## config.mk

```make
export PLATFORM = sky130hd
export DESIGN_NAME = switch_capture_flat
export DESIGN_NICKNAME = d
export VERILOG_FILES = /design/src/rtl/led_game_pkg.sv /design/src/rtl/switch_capture_if.sv /design/src/rtl/switch_debounce.sv /design/src/rtl/switch_capture.sv /design/src/flat_wrapper.sv
export SDC_FILE = /design/constraint.sdc
export NUM_CORES = 1
export LEC_CHECK = 0
export CORE_ASPECT_RATIO = 0.75
export CORE_MARGIN = 1
export CORE_UTILIZATION = 50
export DETAILED_ROUTE_END_ITERATION = 8
export PLACE_DENSITY = 0.7
export SLEW_MARGIN = 20
export SYNTH_ARGS = -nofsm -noshare
export SYNTH_HDL_FRONTEND = slang
export SYNTH_SLANG_ARGS = --single-unit
```

## constraint.sdc

```tcl
create_clock -name clock -period 6 [get_ports clock]
set_clock_uncertainty 0.1 [all_clocks]
set_input_delay 0.9 -clock clock [delete_from_list [all_inputs] [get_ports clock]]
set_output_delay 0.9 -clock clock [all_outputs]
set_load 0.03 [all_outputs]
```

## src/rtl/led_game_pkg.sv

```systemverilog
// Shared constants and FSM encoding for the LED game
// switch front end.
package led_game_pkg;

  localparam int SWITCH_WIDTH = 10;
  localparam int DEF_DEBOUNCE = 4;
  localparam int DEF_HOLD     = 8;

  typedef enum logic [1:0] {
    CAP_IDLE = 2'd0,
    CAP_HOLD = 2'd1,
    CAP_WAIT = 2'd2
  } cap_state_t;

endpackage

```

## src/rtl/switch_capture_if.sv

```systemverilog
// Switch-side bundle: raw board levels in, clean
// one-hot press events and status out.
interface switch_capture_if
  import led_game_pkg::*;
#(
  parameter int WIDTH = SWITCH_WIDTH
);

  logic [WIDTH-1:0] raw_switch;
  logic [WIDTH-1:0] switch_out;
  logic             press_valid;
  logic             multi_err;
  logic [7:0]       press_count;

  modport master (
    input  raw_switch,
    output switch_out,
    output press_valid,
    output multi_err,
    output press_count
  );

  modport slave (
    output raw_switch,
    input  switch_out,
    input  press_valid,
    input  multi_err,
    input  press_count
  );

endinterface

```

## src/rtl/switch_debounce.sv

```systemverilog
// One switch bit: 2-flop synchroniser followed by a
// stable-count debouncer.
module switch_debounce
  import led_game_pkg::*;
#(
  parameter int DEBOUNCE_CYCLES = DEF_DEBOUNCE
) (
  input  logic clock,
  input  logic reset_n,
  input  logic raw,
  output logic stable
);

  localparam int CW = $clog2(DEBOUNCE_CYCLES) + 1;
  localparam logic [CW-1:0] LAST = CW'(DEBOUNCE_CYCLES - 1);

  logic          s1;
  logic          s2;
  logic [CW-1:0] cnt;

  always_ff @(posedge clock or negedge reset_n) begin
    if (!reset_n) begin
      s1     <= 1'b0;
      s2     <= 1'b0;
      cnt    <= '0;
      stable <= 1'b0;
    end else begin
      s1 <= raw;
      s2 <= s1;
      // any return to the old level restarts the count
      if (s2 != stable) begin
        if (cnt == LAST) begin
          stable <= s2;
          cnt    <= '0;
        end else begin
          cnt <= cnt + CW'(1);
        end
      end else begin
        cnt <= '0;
      end
    end
  end

endmodule

```

## src/rtl/switch_capture.sv

```systemverilog
// Debounces all switches and turns a single new press
// into a fixed-length one-hot pulse for the game engine.
module switch_capture
  import led_game_pkg::*;
#(
  parameter int WIDTH           = SWITCH_WIDTH,
  parameter int DEBOUNCE_CYCLES = DEF_DEBOUNCE,
  parameter int HOLD_CYCLES     = DEF_HOLD
) (
  input  logic      clock,
  input  logic      reset_n,
  switch_capture_if.master bus
);

  localparam int HW = $clog2(HOLD_CYCLES) + 1;
  localparam logic [HW-1:0] HLAST = HW'(HOLD_CYCLES - 1);

  logic [WIDTH-1:0] stable;
  logic [WIDTH-1:0] stable_d;
  logic [WIDTH-1:0] rise;
  logic             one_hot;
  logic             multi;

  cap_state_t       state;
  logic [HW-1:0]    hold_cnt;
  logic [WIDTH-1:0] sw;
  logic             valid;
  logic             err;
  logic [7:0]       count;

  for (genvar i = 0; i < WIDTH; i++) begin : g_db
    switch_debounce #(
      .DEBOUNCE_CYCLES(DEBOUNCE_CYCLES)
    ) u_db (
      .clock  (clock),
      .reset_n(reset_n),
      .raw    (bus.raw_switch[i]),
      .stable (stable[i])
    );
  end

  assign rise    = stable & ~stable_d;
  assign one_hot = (rise != '0) &&
                   ((rise & (rise - WIDTH'(1))) == '0);
  assign multi   = (rise != '0) && !one_hot;

  always_ff @(posedge clock or negedge reset_n) begin
    if (!reset_n) begin
      state    <= CAP_IDLE;
      stable_d <= '0;
      hold_cnt <= '0;
      sw       <= '0;
      valid    <= 1'b0;
      err      <= 1'b0;
      count    <= '0;
    end else begin
      stable_d <= stable;
      err      <= 1'b0;
      unique case (state)
        CAP_IDLE: begin
          if (one_hot) begin
            sw       <= rise;
            valid    <= 1'b1;
            hold_cnt <= '0;
            if (count != 8'hFF) count <= count + 8'd1;
            state    <= CAP_HOLD;
          end else if (multi) begin
            err <= 1'b1;
          end
        end
        CAP_HOLD: begin
          if (hold_cnt == HLAST) begin
            sw    <= '0;
            valid <= 1'b0;
            state <= CAP_WAIT;
          end else begin
            hold_cnt <= hold_cnt + HW'(1);
          end
        end
        // a held switch must fully release before re-arming
        CAP_WAIT: begin
          if (stable == '0) state <= CAP_IDLE;
        end
        default: state <= CAP_IDLE;
      endcase
    end
  end

  assign bus.switch_out  = sw;
  assign bus.press_valid = valid;
  assign bus.multi_err   = err;
  assign bus.press_count = count;

endmodule
```

## src/flat_wrapper.sv

```systemverilog
// flat-port wrapper written by rule: the top's interface ports become plain ports
module switch_capture_flat import led_game_pkg::*;
#(
  parameter int WIDTH           = SWITCH_WIDTH,
  parameter int DEBOUNCE_CYCLES = DEF_DEBOUNCE,
  parameter int HOLD_CYCLES     = DEF_HOLD
)
  (clock, reset_n, bus_raw_switch, bus_switch_out, bus_press_valid, bus_multi_err, bus_press_count);
  switch_capture_if #(.WIDTH(WIDTH)) bus_i ();
  input  logic clock;
  input  logic reset_n;
  input wire logic [$bits(bus_i.raw_switch)-1:0] bus_raw_switch;
  output wire logic [$bits(bus_i.switch_out)-1:0] bus_switch_out;
  output wire logic [$bits(bus_i.press_valid)-1:0] bus_press_valid;
  output wire logic [$bits(bus_i.multi_err)-1:0] bus_multi_err;
  output wire logic [$bits(bus_i.press_count)-1:0] bus_press_count;
  assign bus_i.raw_switch = bus_raw_switch;
  assign bus_switch_out = bus_i.switch_out;
  assign bus_press_valid = bus_i.press_valid;
  assign bus_multi_err = bus_i.multi_err;
  assign bus_press_count = bus_i.press_count;
  switch_capture #(.WIDTH(WIDTH), .DEBOUNCE_CYCLES(DEBOUNCE_CYCLES), .HOLD_CYCLES(HOLD_CYCLES)) u_core (.clock(clock), .reset_n(reset_n), .bus(bus_i));
endmodule
```

==> results.md <==
- The starting utilization of the core area is 0.524.
- Across the run, the number of max-cap violations was 0.
- The number of max-slew violations in the final report is 0.
- The critical path class is register to register.
- Total power for the finished layout comes to ~2.4 mW.
- The number of H-tree branching levels is 3.
- Yosys printed 0 warnings.
- Entering global routing, the biggest net connects 64 pins.
- Counting I/O delays and the setup requirement, the final critical path takes approximately 2.6 ns.
- Counting instances, the worst hold path has a depth of 0.
- The met1 layer wirelength in the final routing is 3.23 mm.
- The critical path startpoint category is a register.
- The number of filler cells placed in the layout is ~600.
- The number of CTS-inserted buffers is 9.
- The number of routed nets with antenna violations is 0.
- The arrival time of data at the critical path endpoint is around 2.8 ns.
- The worst-margin pin slew is approximately 0.75 ns.
- The floorplan step defined a core boundary enclosing around 7400 um2.
- The longest clock path from root to sink contains 2 buffers.
- For this run, the register share of the synthesized area comes to 0.617.
- Wires add up to around 6.5 mm.
- After routing the design area is between 4000 and 5000 um2.
- Wire segments on met2 add up to about 3.0 mm in the final route.
- The number of iterations in the first detailed-routing pass is 4.
- The DRC marker count from the first detailed-route iteration is 99.
- Before CTS, the worst setup slack after placement is roughly 3.4 ns.
- Counting cells, the worst reg-to-reg path comes to 7.
- The root buffer cell is clkbuf_8.
- The initial antenna violation count was 0.
- The floorplan step set the die width to just over 100 um.
- In this run the critical register-to-register path is launched from u_core.g_db[1].u_db.stable.
- For this design the ratio of total power to cell area is about 520 nW/um2.
- The fraction of layout instances using a drive strength above 1 is 0.140.
- The library cells used most frequently in the layout, excluding fill and tap cells, are dfrtp_1 (96), clkdlybuf4s50_1 (30), nand2_1 (21), nor3b_1 (18), xnor2_1 (15).
- After detailed routing, the number of remaining DRC violations is 0.
- The first global-routing pass estimated 11.5 mm of wire.
- Final hold analysis gives a worst-case slack of 0.256 ns.
- The worst min-delay path class is register to register.
- Leaving out filler cells and counting taps, the final layout contains between 400 and 500.
- Of the available clock period, the critical path in the final layout requires 0.441.
- Measured on the finished design, the core utilization comes to 0.611.
- The sum of met3 wire segment lengths after detailed routing is about 210 um.
- The congestion estimate from routability-driven global placement came to 0.730.
- In this run, distinct cell masters in the synthesized netlist total 43.
- The setup violation total in the final timing report is 0.
- The post-synthesis register bit count is 96.
- The routed layout has approximately 2300 vias.
- The launch point of the worst hold path is u_core.g_db[8].u_db.s1.
- The total negative setup slack is 0 ns.
- The final number of hold-violating endpoints came to 0.
- The path with the worst hold slack has its endpoint at u_core.g_db[8].u_db.s2.
- In this run the mean area of a mapped cell was ~13 um2.
- The TritonCTS clock tree is yes.
- The worst supply voltage drop on vdd is approximately 0.29 mV.
- The die covers about 8200 um2.
- The final net count is 354.
- The clock-pin slew reported for the worst setup and hold paths after clock tree synthesis is roughly 0.1 ns.
- The highest fanout seen on the critical path is 11.
- The overall die height is 78.4 um.
- At the later pin of the worst-skew pair, clock insertion delay measures approximately 0.36 ns.
- The setup check on the worst reg-to-reg path leaves a slack of 3.36 ns.
- Setup repair after global routing left no endpoint under its margin.
- The data required time at the worst endpoint is approximately 6 ns.
- Derived from the worst setup path, the maximum achievable clock frequency is approximately 380 MHz.
- For this design the static power due to leakage is just over 2 nW.
- The area growth from synthesis to layout is 16.5%.
- After synthesis the cells add up to 3890 um2.
- Across every metal layer, demand over resource in global routing totals 0.184.
- The highest layer touched by signal routing is met4.
- The total of cells resized after clock tree synthesis is 0.
- The worst flop-to-flop path endpoint is u_core.bus.switch_out[7].
- Measured against its own limit, the worst slew margin works out to 0.501.
- STA classifies the critical path endpoint as a register.
- The count of flip-flops with a built-in enable after synthesis is 0.
- The library cell used most frequently in the layout, excluding fill and tap cells, is dfrtp_1.
- The count of input and output buffers is 31.
- The sum of net half-perimeters after detailed placement is roughly 4.6 mm.
- In the routed layout, each cell is associated on average with a via count of 5.34.
- After detailed routing, the average wire length per cell comes to roughly 15 um.
- After global routing the overflow that remains totals 0.
- In the post-route analysis, the smallest setup slack over all paths is ~3.4 ns.
- For this design, the CTS-stage hold fixing added 0 buffers.
- CTS saw 96 sinks.
- Counting tap cells, the placed design contains a total of 420 instances.
- The diode insertion count for antenna repair is 0.
- The number of global-route vias before repair is between 2000 and 2500.
- The post-CTS setup-driven buffer insertion count is 0.
- The fraction of registers with async set/reset is 1.00.
- Synthesis produced a netlist whose cell count is ~290.
- The count of boundary I/O pins is 32.
- The run finished with clean final reports.
- In this run the cell area measured after placement is 4310 um2.
- Synthesis produced a netlist with a net count of about 320.
- The floorplan has 27 rows.
- For this run, the leading register cell type out of synthesis is dfrtp_1.
==> how the worst max path moves through the flow <==
stage | from | end | cells after the start
floorplan | u_core.g_db[2].u_db.stable | u_core.bus.press_count[7] | 7
global route | u_core.g_db[1].u_db.stable | u_core.bus.switch_out[7] | 7
CTS | u_core.g_db[1].u_db.stable | u_core.bus.switch_out[7] | 7
global placement | u_core.g_db[0].u_db.stable | u_core.bus.switch_out[7] | 7
finish | u_core.g_db[1].u_db.stable | u_core.bus.switch_out[7] | 7
detailed placement | u_core.g_db[1].u_db.stable | u_core.bus.switch_out[7] | 7
==> synthesized netlist by cell type (2+ instances only) <==
cell       count  area, um2
nor4_1         2       12.5
mux2_1         3       33.8
nand4bb_1      2       22.5
mux2_2        10        113
dfrtp_1       96       2400
o22ai_2        8        100
o211ai_1       2       15.0
xnor2_1       15        131
nor2_1         7       26.3
o22ai_1        2       12.5
o2111ai_1      2       17.5
nor3_1         5       25.0
and3b_1        8       70.1
nand2b_1      13       81.3
o211a_1        2       20.0
a21oi_1        5       25.0
and3_1         5       31.3
buf_4          2       15.0
nand4_1        2       12.5
a31oi_1        3       18.8
nor2b_1        9       56.3
and4b_1        3       30.0
ha_1          12        150
nand2b_2       5       43.8
nor3b_1       18        135
nand2_1       21       78.8
nand3_1        4       20.0
o21ai_0        7       35.0
o21ai_1        3       15.0
clkbuf_1       3       11.3
==> state kept, by name, summed over array words and instances (netlist names) <==
name and count:
u_core.stable_d 10, u_core.hold_cnt 4, u_core.g_db.u_db.cnt 30, u_core.bus.switch_out 10, u_core.state 2, u_core.bus.press_valid 1
u_core.g_db.u_db.s2 10, u_core.g_db.u_db.s1 10, u_core.g_db.u_db.stable 10, u_core.bus.press_count 8, u_core.bus.multi_err 1
==> final cells by class <==
type | instances | area, um2 | share of cell area
multi-input combinational | 189 | 1460 | 0.321
timing repair buffer | 33 | 323 | 0.0711
sequential | 96 | 2400 | 0.529
tap | 101 | 126 | 0.0278
clock buffer | 9 | 124 | 0.0273
inverter | 1 | 3.75 | 0.000827
clock inverter | 7 | 103 | 0.0226
==> worst max-delay path: stages, from the launching register on <==
cell      delay (ns)
dfrtp_1         0.47
nand2b_2        0.15
and3_1          0.23
nand3_1         0.11
a311oi_2        0.66
o211ai_1        0.39
buf_4           0.30
o22ai_2         0.15
==> report_power, final <==
part           internal (mW)  total (mW)  switching, mW  leakage (nW)
Clock                  0.240       0.469          0.229         0.116
Sequential             0.839       0.996          0.158          1.21
Combinational          0.396       0.902          0.506         0.713
==> layer usage <==
metal  vias to the layer above  GRT usage
met1                      1169      0.254
met3                         8     0.0548
li1                       1119          -
met2                        34      0.283
met5                         -          0
met4                         0     0.0557
==> cells by family after synthesis <==
logic type                 after synthesis  share of synthesized area
DFF                                     96                      0.617
adders and majority gates               12                     0.0385
xor gates and xnor gates                16                     0.0360
buffers and inverters                    7                    0.00899
AOI/OAI and AO/OA                       41                     0.0899
muxes                                   13                     0.0376
and+or+nand+nor                        107                      0.172
Power figures use the tool's default switching activity.
